### src/rtl/reg16_bus_ctrl.sv
// Bus sequencer driving a downstream dual 8-bit register: byte-enabled latch writes and timed output-enable reads.
// Define REG16_BUS_CTRL_TURNAROUND_EN to add a one-cycle TURN state between a read and the next transaction.
module reg16_bus_ctrl #(
    parameter int OE_CYCLES  = 2,
    parameter int BUSY_LIMIT = 255
) (
    input  logic        CLK,
    input  logic        N_RST,
    input  logic        WR_VALID,
    output logic        WR_READY,
    input  logic [15:0] WR_DATA,
    input  logic [1:0]  WR_BE,
    input  logic [1:0]  RD_REQ,
    output logic        RD_ACK,
    output logic        RD_ERR,
    output logic [7:0]  D1,
    output logic [7:0]  D2,
    output logic        LCLK1,
    output logic        LCLK2,
    output logic        N_OE1,
    output logic        N_OE2
);

    localparam int            PW       = $clog2(BUSY_LIMIT + 2);
    localparam logic [PW-1:0] PEND_MAX = PW'(BUSY_LIMIT + 1);
    localparam logic [PW-1:0] PEND_ONE = PW'(1);
    localparam logic [3:0]    OE_LAST  = 4'(OE_CYCLES - 1);

`ifdef REG16_BUS_CTRL_TURNAROUND_EN
    typedef enum logic [2:0] {IDLE, SETUP, STROBE, HOLD, READ, TURN} state_t;
`else
    typedef enum logic [2:0] {IDLE, SETUP, STROBE, HOLD, READ} state_t;
`endif

    state_t        state;
    state_t        state_nxt;
    logic [1:0]    be_q;
    logic [1:0]    rd_sel;
    logic [3:0]    oe_cnt;
    logic [PW-1:0] pend_cnt;
    logic          wr_take;
    logic          rd_start;
    logic          rd_pending;

    // A write arriving in IDLE always wins over a waiting read.
    assign wr_take    = (state == IDLE) && WR_VALID && (WR_BE != 2'b00);
    assign rd_start   = (state == IDLE) && !WR_VALID && (RD_REQ != 2'b00);
    assign rd_pending = (RD_REQ != 2'b00) && (state != READ);

    always_ff @(posedge CLK or negedge N_RST) begin
        if (!N_RST) begin
            state <= IDLE;
        end else begin
            state <= state_nxt;
        end
    end

    always_comb begin
        state_nxt = state;
        WR_READY  = 1'b0;
        LCLK1     = 1'b0;
        LCLK2     = 1'b0;
        N_OE1     = 1'b1;
        N_OE2     = 1'b1;
        RD_ACK    = 1'b0;
        case (state)
            IDLE: begin
                WR_READY = N_RST;
                if (WR_VALID) begin
                    if (WR_BE != 2'b00) begin
                        state_nxt = SETUP;
                    end
                end else if (RD_REQ != 2'b00) begin
                    state_nxt = READ;
                end
            end
            SETUP:  state_nxt = STROBE;
            STROBE: begin
                LCLK1     = be_q[0];
                LCLK2     = be_q[1];
                state_nxt = HOLD;
            end
            HOLD:   state_nxt = IDLE;
            READ: begin
                N_OE1  = ~rd_sel[0];
                N_OE2  = ~rd_sel[1];
                RD_ACK = (oe_cnt == 4'd0);
                if (oe_cnt == 4'd0) begin
`ifdef REG16_BUS_CTRL_TURNAROUND_EN
                    state_nxt = TURN;
`else
                    state_nxt = IDLE;
`endif
                end
            end
`ifdef REG16_BUS_CTRL_TURNAROUND_EN
            TURN:   state_nxt = IDLE;
`endif
            default: state_nxt = IDLE;
        endcase
    end

    // Only enabled bytes are updated, so D1/D2 keep the last value written to each register.
    always_ff @(posedge CLK or negedge N_RST) begin
        if (!N_RST) begin
            be_q <= 2'b00;
            D1   <= 8'h00;
            D2   <= 8'h00;
        end else if (wr_take) begin
            be_q <= WR_BE;
            if (WR_BE[0]) begin
                D1 <= WR_DATA[7:0];
            end
            if (WR_BE[1]) begin
                D2 <= WR_DATA[15:8];
            end
        end
    end

    always_ff @(posedge CLK or negedge N_RST) begin
        if (!N_RST) begin
            rd_sel <= 2'b00;
            oe_cnt <= 4'd0;
        end else if (rd_start) begin
            rd_sel <= RD_REQ;
            oe_cnt <= OE_LAST;
        end else if ((state == READ) && (oe_cnt != 4'd0)) begin
            oe_cnt <= oe_cnt - 4'd1;
        end
    end

    // Starvation watchdog: RD_ERR latches once a request has waited BUSY_LIMIT+1 cycles.
    always_ff @(posedge CLK or negedge N_RST) begin
        if (!N_RST) begin
            pend_cnt <= '0;
            RD_ERR   <= 1'b0;
        end else if (rd_start) begin
            pend_cnt <= '0;
        end else if (rd_pending && (pend_cnt != PEND_MAX)) begin
            pend_cnt <= pend_cnt + PEND_ONE;
            if (pend_cnt + PEND_ONE == PEND_MAX) begin
                RD_ERR <= 1'b1;
            end
        end
    end

endmodule
### config.mk
export PLATFORM = sky130hd
export DESIGN_NAME = reg16_bus_ctrl
export DESIGN_NICKNAME = d
export VERILOG_FILES = /design/src/rtl/reg16_bus_ctrl.sv
export SDC_FILE = /design/constraint.sdc
export NUM_CORES = 1
export LEC_CHECK = 0
export CAP_MARGIN = 40
export CORE_MARGIN = 5
export CORE_UTILIZATION = 38
export CTS_CLUSTER_SIZE = 16
export DETAILED_ROUTE_END_ITERATION = 12
export PLACE_DENSITY_LB_ADDON = 0.12
export SLEW_MARGIN = 20
export SYNTH_ARGS = -nofsm -noshare
export SYNTH_HDL_FRONTEND = slang
export SYNTH_SLANG_ARGS = --single-unit
### constraint.sdc
create_clock -name CLK -period 2.15 [get_ports CLK]
set_input_delay 0.43 -clock CLK [delete_from_list [all_inputs] [get_ports CLK]]
set_output_delay 0.43 -clock CLK [all_outputs]
set_load 0.01 [all_outputs]
=== Word level (Yosys, flattened, before mapping) ===
Cells that the tools add are included.

* Input bits: 23
* Bits in registers: 37

* $add $sub $neg: 2
* Bitwise operators: 3
* Multiplexer cells: 15
* Equal/unequal tests: 9
* Reduce and logical (&&, ||, !) cells: 19

{| class="wikitable"
|+ Operators by type and width
! operator !! number
|-
| 9-bit two-way mux || 2
|-
| 3-bit two-way mux || 4
|-
| 3-bit one-hot mux with 4 select lines || 1
|-
| 9-bit by 1-bit adder with 9-bit output, second input constant || 1
|-
| 9-bit equality test, second input constant || 1
|-
| 9-bit inequality test, second input constant || 1
|-
| 4-bit two-way mux || 2
|-
| 2-bit nonzero test || 4
|-
| 1-bit logical AND || 7
|-
| 1-bit two-way mux || 6
|-
| 3-bit by 2-bit inequality test with 1-bit output, second input constant || 2
|-
| 3-bit AND reduction || 2
|-
| 4-bit logical NOT || 1
|-
| 2-bit AND reduction || 2
|-
| 4-bit nonzero test || 1
|-
| 4-bit by 1-bit subtractor with 4-bit output, second input constant || 1
|-
| 3-bit by 1-bit equality test with 1-bit output, second input constant || 1
|-
| 3-bit by 2-bit equality test with 1-bit output, second input constant || 1
|-
| 3-bit equality test, second input constant || 1
|-
| 3-bit logical NOT || 1
|-
| 3-bit inequality test, second input constant || 1
|-
| 1-bit NOT || 3
|-
| 2-bit inequality test, second input constant || 1
|-
| 1-bit logical NOT || 1
|}

=== Logic depth before layout (Yosys ltp) ===
Gate-level depths: netlist of run 1.

* Depth in word-level cells: 5
* Mapped depth: 6

=== Worst setup path after synthesis of run 1 ===
Ideal clock, no wire load.

* Kind: reg-to-output
* From: reg oe_cnt[0]
* To: out RD_ACK
* Buffers on the path: 0
* Setup slack: 480 ps
* Stages on the path, launching flop included: 5
* Required time: 1,720 ps
* Data arrival time: 1,240 ps
* Cell sequence: dfrtp_1 inv_1 ha_1 or3b_2 nor2_1

* Word-level cells in the longest chain between the ends: 2

{| class="wikitable"
|+ RTL lines
! what !! line !! text
|-
| start: declaration || 39 || <nowiki>logic [3:0] oe_cnt;</nowiki>
|-
| start signal: assignment || 128 || <nowiki>oe_cnt <= oe_cnt - 4'd1;</nowiki>
|-
| 4-bit logical NOT || 87 || <nowiki>RD_ACK = (oe_cnt == 4'd0);</nowiki>
|-
| 1-bit two-way mux || 66 || <nowiki>case (state)</nowiki>
|-
| end: declaration || 14 || <nowiki>output logic RD_ACK,</nowiki>
|}

No other way between the ends.

=== Final worst setup path of run 1 ===
* From: reg state[2]
* To: out LCLK1

* Word-level cells in the longest chain between the ends: 2

{| class="wikitable"
|+ RTL lines
! what !! line !! text
|-
| start: declaration || 35 || <nowiki>state_t state;</nowiki>
|-
| start signal: assignment || 54 || <nowiki>state <= state_nxt;</nowiki>
|-
| 3-bit by 2-bit equality test with 1-bit output || 66 ||
|-
| 1-bit two-way mux || 66 ||
|-
| end: declaration || 18 || <nowiki>output logic LCLK1,</nowiki>
|}

No other way between the ends.

==> summary.md, run 1 <==
| Metric | Value |
|---|---|
| Post-route DRC | 0 |
| Top_reg_cell synth | dfrtp_1 |
| FILL cells | 413 |
| CP Capture Type | primary output |
| Peak Freq | 0.4847 GHz |
| Worst Path Buf+Inv | 1 |
| H-tree Lvls | 2 |
| Num Clock Sinks | 37 |
| Synthesized area per cell | 11.06 µm² |
| Clock share of power | around 15% |
| Least-Margin Pin Slew | 473.1 ps |
| Worst path depth | 3 |
| Cell variety after synth | 37 |
| Critical Path End | LCLK1 |
| Die Width | about 79 µm |
| Initial antenna violation count | 0 |
| DR vias | 1467 |
| Grt total ovfl | 0 |
| Worst path max stage delay | 550 ps |
| Cells along the critical path | nor2_2, and3_1, clkdlybuf4s50_1 |
| Max-slew headroom | 68.46% |
| CTS root buffer | clkbuf_8 |
| Core area | roughly 4700 µm² |
| Tmin final | 2063 ps |
| Outcome | completed |
| Wire length of the first global-routing pass | 7279 µm |
| Setup Crit Path Kind | reg2out |
| Crit path required time | 1720 ps |
| Vert. Die Dim | between 70 and 80 µm |
| Synth top area cells | dfrtp_1 (51%), mux2_2 (9.9%), nand2_1 (4.5%) |
| Post-Syn Instances | 165 |
| Data arrival time of the critical path | 1630 ps |
| Diodes inserted | 0 |
| Endpoints failing setup | 0 |
| Post-Place Cell Area | approximately 2400 µm² |
| Clock Tree Buf Depth | 2 |
| Setup TNS | 0 ps |
| Crit path max-delay cell type | clkdlybuf4s50_1 |
| Share of post-route cells with drive strength above 1 | 20.36% |
| Port Buffers | 45 |
| Critical Path Start | state[2] |
| Switching share of power | 35.43% |
| Die area | 6286 µm² |
| Slew Limit Fails | 0 |
| Worst-Skew Late Latency | 290 ps |
| Seq/Total Area, Yosys | 50.75% |
| Worst R2R Start | pend_cnt[5] |
| Detailed-route wire length per cell | 15.49 µm |
| Sequential Power Share | 40.4% |
| Post-detail-place hpwl | ~3200 µm |
| P_leak | 1.059 nW |
| Routed Antenna Nets | 0 |
| Vias/cell | 5.335 |
| Top-count cell post-synth | dfrtp_1 |
| Vias in the first global route | 1564 |
| Worst VDD drop | around 0.55 mV |
| Crit path max-delay family | buffers and inverters |
| Top cells by count, synth | dfrtp_1 (37), nand2_1 (22), mux2_2 (16) |
| DRT Pass-1 Iters | 4 |
| Post-synth EDFFs | 0 |
| Final hold viol count | 0 |
| Hold Path Class | in2async |
| Unrepaired setup endpoints after global routing | false |
| Worst-path clk slew | 80 ps |
| FF-to-FF setup slack | 440 ps |
| Finished Cell Area | 2454 µm² |
| Seq cells post-synth | 37 |
| TritonCTS Buffers | 5 |
| Final wirelength | 4259 µm |
| Number of top-level pins | 46 |
| Starting DRT DRC Count | 35 |
| Synth area leader | dfrtp_1 |
| Global placer's final weighted congestion | 0.7491 |
| Syn Std Cell Area | 1824 µm² |
| Max FO, Critical Path | 8 |
| Synthesized Nets | 192 |
| Area share of the largest cell type after synthesis | 50.75% |
| Largest net degree at the start of global routing | 38 |
| Effective utilization at floorplan | between 30% and 40% |
| Reg2Reg Depth | 4 |
| Crit Reg-Reg Endpoint | pend_cnt[7] |
| GRT Total Usage | around 15% |
| TritonCTS clock tree | yes |
| Area growth from synthesis to layout | 34.50% |
| PwrDens | 1243 nW/µm² |
| Comb power frac | 44.4% |
| Async SR Flop Fraction | between 90% and 100% |
| Final worst-path cycle share | 95.95% |
| Synth Warn # | 0 |
| Row Count | 25 |
| Max-Cap Viols | 0 |
| Final setup skew | ~11 ps |
| Switching pwr | approximately 1.1 mW |
| Int Power | 1.969 mW |
| Setup crit start kind | flip-flop |
| Fin nets | 247 |
==> logic make-up after synthesis <==
| family | share of synthesized area (%) |
|---|---|
| AND/OR/NAND/NOR | 21.26 |
| buffers and inverters | 2.812 |
| AO/OA/AOI/OAI | 10.63 |
| multiplexers | 9.876 |
| XOR/XNOR | 1.921 |
| flip-flops | 50.75 |
| adder cells (fa/ha/maj) | 2.744 |
==> what timing repair did <==
item | CTS | global route
gates resized for setup | 3 | 5
setup endpoints to repair | 2 | 3
hold buffers | 0 | 0
buffers inserted | 0 | 0
==> metrics by stage <==
stage	instances	hold WS, ps	util (%)	power (mW)	worst slack (ps)
floorplan	165	134.4	-	1.945	479.5
global placement	267	458.2	50.56	2.542	62.72
detailed placement	267	461.3	50.56	2.609	45.74
CTS	275	259.8	52.24	3.090	0.5543
global route	275	276.5	52.29	3.297	4.057
finish	275	234.4	52.29	3.049	87.04
==> how the worst min path moves through the flow <==
stage	from	endpoint	slack, ps	cells after the start
after floorplan	N_RST	D1[0]	130	0
after global placement	be_q[0]	be_q[0]	460	2
after detailed placement	be_q[1]	be_q[1]	460	2
after CTS	N_RST	pend_cnt[4]	260	2
after global routing	N_RST	pend_cnt[4]	280	2
final	N_RST	pend_cnt[4]	230	2
==> sequential cells by signal, summed over array words and instances (netlist names) <==
register  count
D1            8
be_q          2
state         3
rd_sel        2
D2            8
pend_cnt      9
RD_ERR        1
oe_cnt        4
==> final cells by class <==
cell class                 instances  area, µm²  area share, %
multi-input combinational        115      849.6          34.63
tap                               54      67.56          2.754
sequential                        37      928.4          37.84
timing repair buffer              52      494.2          20.14
clock buffer                       8      80.08          3.264
inverter                           9      33.78          1.377
==> power groups by stage <==
stage                     clock [mW]  sequential (mW)  combinational (mW)
after global routing           0.522             1.28                1.49
after detailed placement           0             1.24                1.37
after floorplan                    0             1.23               0.719
after CTS                      0.486             1.23                1.38
after global placement             0             1.22                1.32
final                          0.466             1.23                1.35
==> layout by cell type, fill, tap and decap left out, types with 3 or more instances in the layout <==
cell | synthesis | layout
nor2_1 | 9 | 8
nand2b_1 | 3 | 3
ha_1 | 4 | 4
nor3_1 | 4 | 4
o21ai_0 | 5 | 5
dfrtp_1 | 37 | 35
clkbuf_8 | 0 | 5
mux2_2 | 16 | 16
clkdlybuf4s50_1 | 0 | 41
o221ai_2 | 5 | 5
a21oi_1 | 3 | 3
inv_1 | 9 | 9
nand3_1 | 15 | 15
buf_4 | 0 | 7
nand2_1 | 22 | 22
clkbuf_1 | 2 | 3
==> worst register-to-register path: stages, from the launching register on <==
cell	delay, ps
dfrtp_1	450
nor4_4	420
nand4b_4	230
nand2_1	330
o221ai_2	150
==> routing by layer <==
metal	part of all wire (%)	up-vias	global-route usage (%)
li1	-	698	-
met3	8.4	11	6.689
met2	50	54	25.76
met4	1.8	0	6.014
met5	0	-	0
met1	39	704	16.36
Power figures use the tool's default switching activity.
==> inputs of run 2 (changes only) <==
Settings changed: CORE_UTILIZATION 38 to 48.
==> summary.md, run 2 (synthesis results as in run 1) <==
| Metric | Value |
|---|---|
| Outcome | completed (unchanged) |
| FF-to-FF setup slack | 420 ps (was 440 ps) |
| Reg2Reg Depth | 7 (was 4) |
| Final wirelength | 3997 µm (was 4259 µm) |
| Setup Crit Path Kind | reg2out (unchanged) |
| Top flop regs | pend_cnt (9), D1 (8), D2 (8) (unchanged) |
| TritonCTS clock tree | yes (unchanged) |
| Global placer's final weighted congestion | 0.7779 (was 0.7491) |
| TritonCTS Buffers | 5 (unchanged) |
| Worst VDD drop | 0.8227 mV (was 0.5526 mV) |
| Storage cell area | 927.1 µm² (was 928.4 µm²) |
| Crit path max-delay cell type | clkdlybuf4s50_1 (unchanged) |
| Most common cell after layout, fill and taps aside | clkdlybuf4s50_1 (unchanged) |
| Setup slack at placement | -21.45 ps (was 45.74 ps) |
| Cells along the critical path | nor2_2, and3_1, clkdlybuf4s50_1 (unchanged) |
| Hold_buf cts | 0 (unchanged) |
| Wire length of the first global-routing pass | 6962 µm (was 7279 µm) |
| Num Clock Sinks | 37 (unchanged) |
| Hold slack | 210.1 ps (was 234.4 ps) |
| CP Capture Type | primary output (unchanged) |
| Final setup skew | 8.143 ps (was 10.73 ps) |
| Tmin final | 2084 ps (was 2063 ps) |
| Max-slew headroom | 68.95% (was 68.46%) |
| Total power | 3.110 mW (was 3.049 mW) |
| Max-Cap Viols | 0 (unchanged) |
| Fin nets | 249 (was 247) |
| Least-Margin Pin Slew | 465.7 ps (was 473.1 ps) |
| Post-route DRC | 0 (unchanged) |
| Peak Freq | 0.4798 GHz (was 0.4847 GHz) |
| Final worst-path cycle share | 96.94% (was 95.95%) |
| Share of post-route cells with drive strength above 1 | 23.32% (was 20.36%) |
| Endpoints failing setup | 0 (unchanged) |
| DR vias | 1440 (was 1467) |
| Die area | 5134 µm² (was 6286 µm²) |
| Commonest non-fill, non-tap cells in the layout | clkdlybuf4s50_1 (42), dfrtp_1 (36), nand2_1 (22) (was clkdlybuf4s50_1 (41), dfrtp_1 (35), nand2_1 (22)) |
| Crit Reg-Reg Endpoint | oe_cnt[0] (was pend_cnt[7]) |
| Hold Path Class | in2async (unchanged) |
| Worst-Skew Late Latency | 290 ps (about the same) |
| Grt total ovfl | 0 (unchanged) |
| GRT Total Usage | 17.23% (was 15.11%) |
| Vias in the first global route | 1578 (was 1564) |
| Initial antenna violation count | 0 (unchanged) |
| Clock Tree Buf Depth | 2 (unchanged) |
| Diodes inserted | 0 (unchanged) |
| Fin worst setup slack | 65.81 ps (was 87.04 ps) |
| Worst-path clk slew | 80 ps (about the same) |
| Largest net degree at the start of global routing | 38 (unchanged) |
| Multi-input combinational cell area | 858.3 µm² (was 849.6 µm²) |
| PwrDens | 1253 nW/µm² (was 1243 nW/µm²) |
| Flip-flop count of the largest register after layout | 9 (unchanged) |
| Max FO, Critical Path | 7 (was 8) |
| P_leak | 1.065 nW (was 1.059 nW) |
| Core area | 3661 µm² (was 4692 µm²) |
| Vert. Die Dim | 71.65 µm (was 79.29 µm) |
| Area growth from synthesis to layout | 36.01% (was 34.50%) |
| CTS root buffer | clkbuf_8 (unchanged) |
| Worst R2R Start | oe_cnt[1] (was pend_cnt[5]) |
| H-tree Lvls | 2 (unchanged) |
| Post-detail-place hpwl | 3005 µm (was 3180 µm) |
| Data arrival time of the critical path | 1650 ps (was 1630 ps) |
| Number of top-level pins | 46 (unchanged) |
| Vias/cell | 5.314 (was 5.335) |
| FILL cells | 304 (was 413) |
| Port Buffers | 45 (unchanged) |
| Detailed-route wire length per cell | 14.75 µm (was 15.49 µm) |
| Final hold viol count | 0 (unchanged) |
| DRT Pass-1 Iters | 4 (unchanged) |
| Starting DRT DRC Count | 92 (was 35) |
| Slew Limit Fails | 0 (unchanged) |
| Die Width | 71.65 µm (was 79.29 µm) |
| Effective utilization at floorplan | 49.83% (was 38.88%) |
| Routed Antenna Nets | 0 (unchanged) |
| Worst path max stage delay | 550 ps (about the same) |
| Top reg by flops | pend_cnt (unchanged) |
| Setup crit start kind | flip-flop (unchanged) |
| Crit path required time | 1720 ps (about the same) |
| Row Count | 22 (was 25) |
run 2: changes by cell type in the layout (fill, tap and decap cells not counted), sizes merged:
cell	before	now
clkbuf	9	5
clkdlybuf4s50	41	42
dlygate4sd2	1	0
clkinvlp	0	3
buf	8	11
run 2: worst max-delay path by stage:
stage	slack, ps	from	end	cells past startpoint
2_1_floorplan	480	oe_cnt[0]	RD_ACK	4
3_3_place_gp	60	oe_cnt[1]	RD_ACK	5
3_5_place_dp	-20	oe_cnt[1]	RD_ACK	5
4_1_cts	20	state[2]	WR_READY	2
5_1_grt	-10	state[0]	LCLK1	3
6_report	70	state[0]	LCLK1	3
run 2: layer usage:
metal / track usage [%] / part of all wire (%)
met5: 0 / 0
met4: 7.724 / 1.3
met2: 28.47 / 51
met1: 19.65 / 41
met3: 6.732 / 6.6
run 2: power by group:
part / switching [mW] / leakage, nW / internal [mW]
clock: 0.266 / 0.0364 / 0.227
combinational: 0.602 / 0.569 / 0.776
sequential: 0.250 / 0.459 / 0.988
total: 1.12 / 1.06 / 1.99
run 2: critical path: cells and delay by family (launching register included):
kind / cells / cell delay (ps)
DFF: 1 / 490
buffers and inverters: 1 / 550
and+or+nand+nor: 2 / 330
run 2: layout make-up:
cell class	instances	share of cell area, %
multi-input cells	115	34.59
inverters	9	1.362
clock inverters	3	0.9077
flip-flops and latches	37	37.37
well taps	48	2.421
repair buffers	54	20.57
clock buffers	5	2.774
run 2: timing repair:
action	CTS	global route
buffers inserted	1	0
cloned	0	0
setup endpoints to repair	1	5
resized for setup	4	6
run 2: per-stage QoR:
step	area, µm²	setup TNS [ps]	std cells	utilization, %
3_5_place_dp	2372	-21.45	262	64.80
3_3_place_gp	2372	0	262	64.80
5_1_grt	2481	-20.95	271	67.77
4_1_cts	2466	0	271	67.36
2_1_floorplan	1824	0	165	-
6_report	2481	0	271	67.77
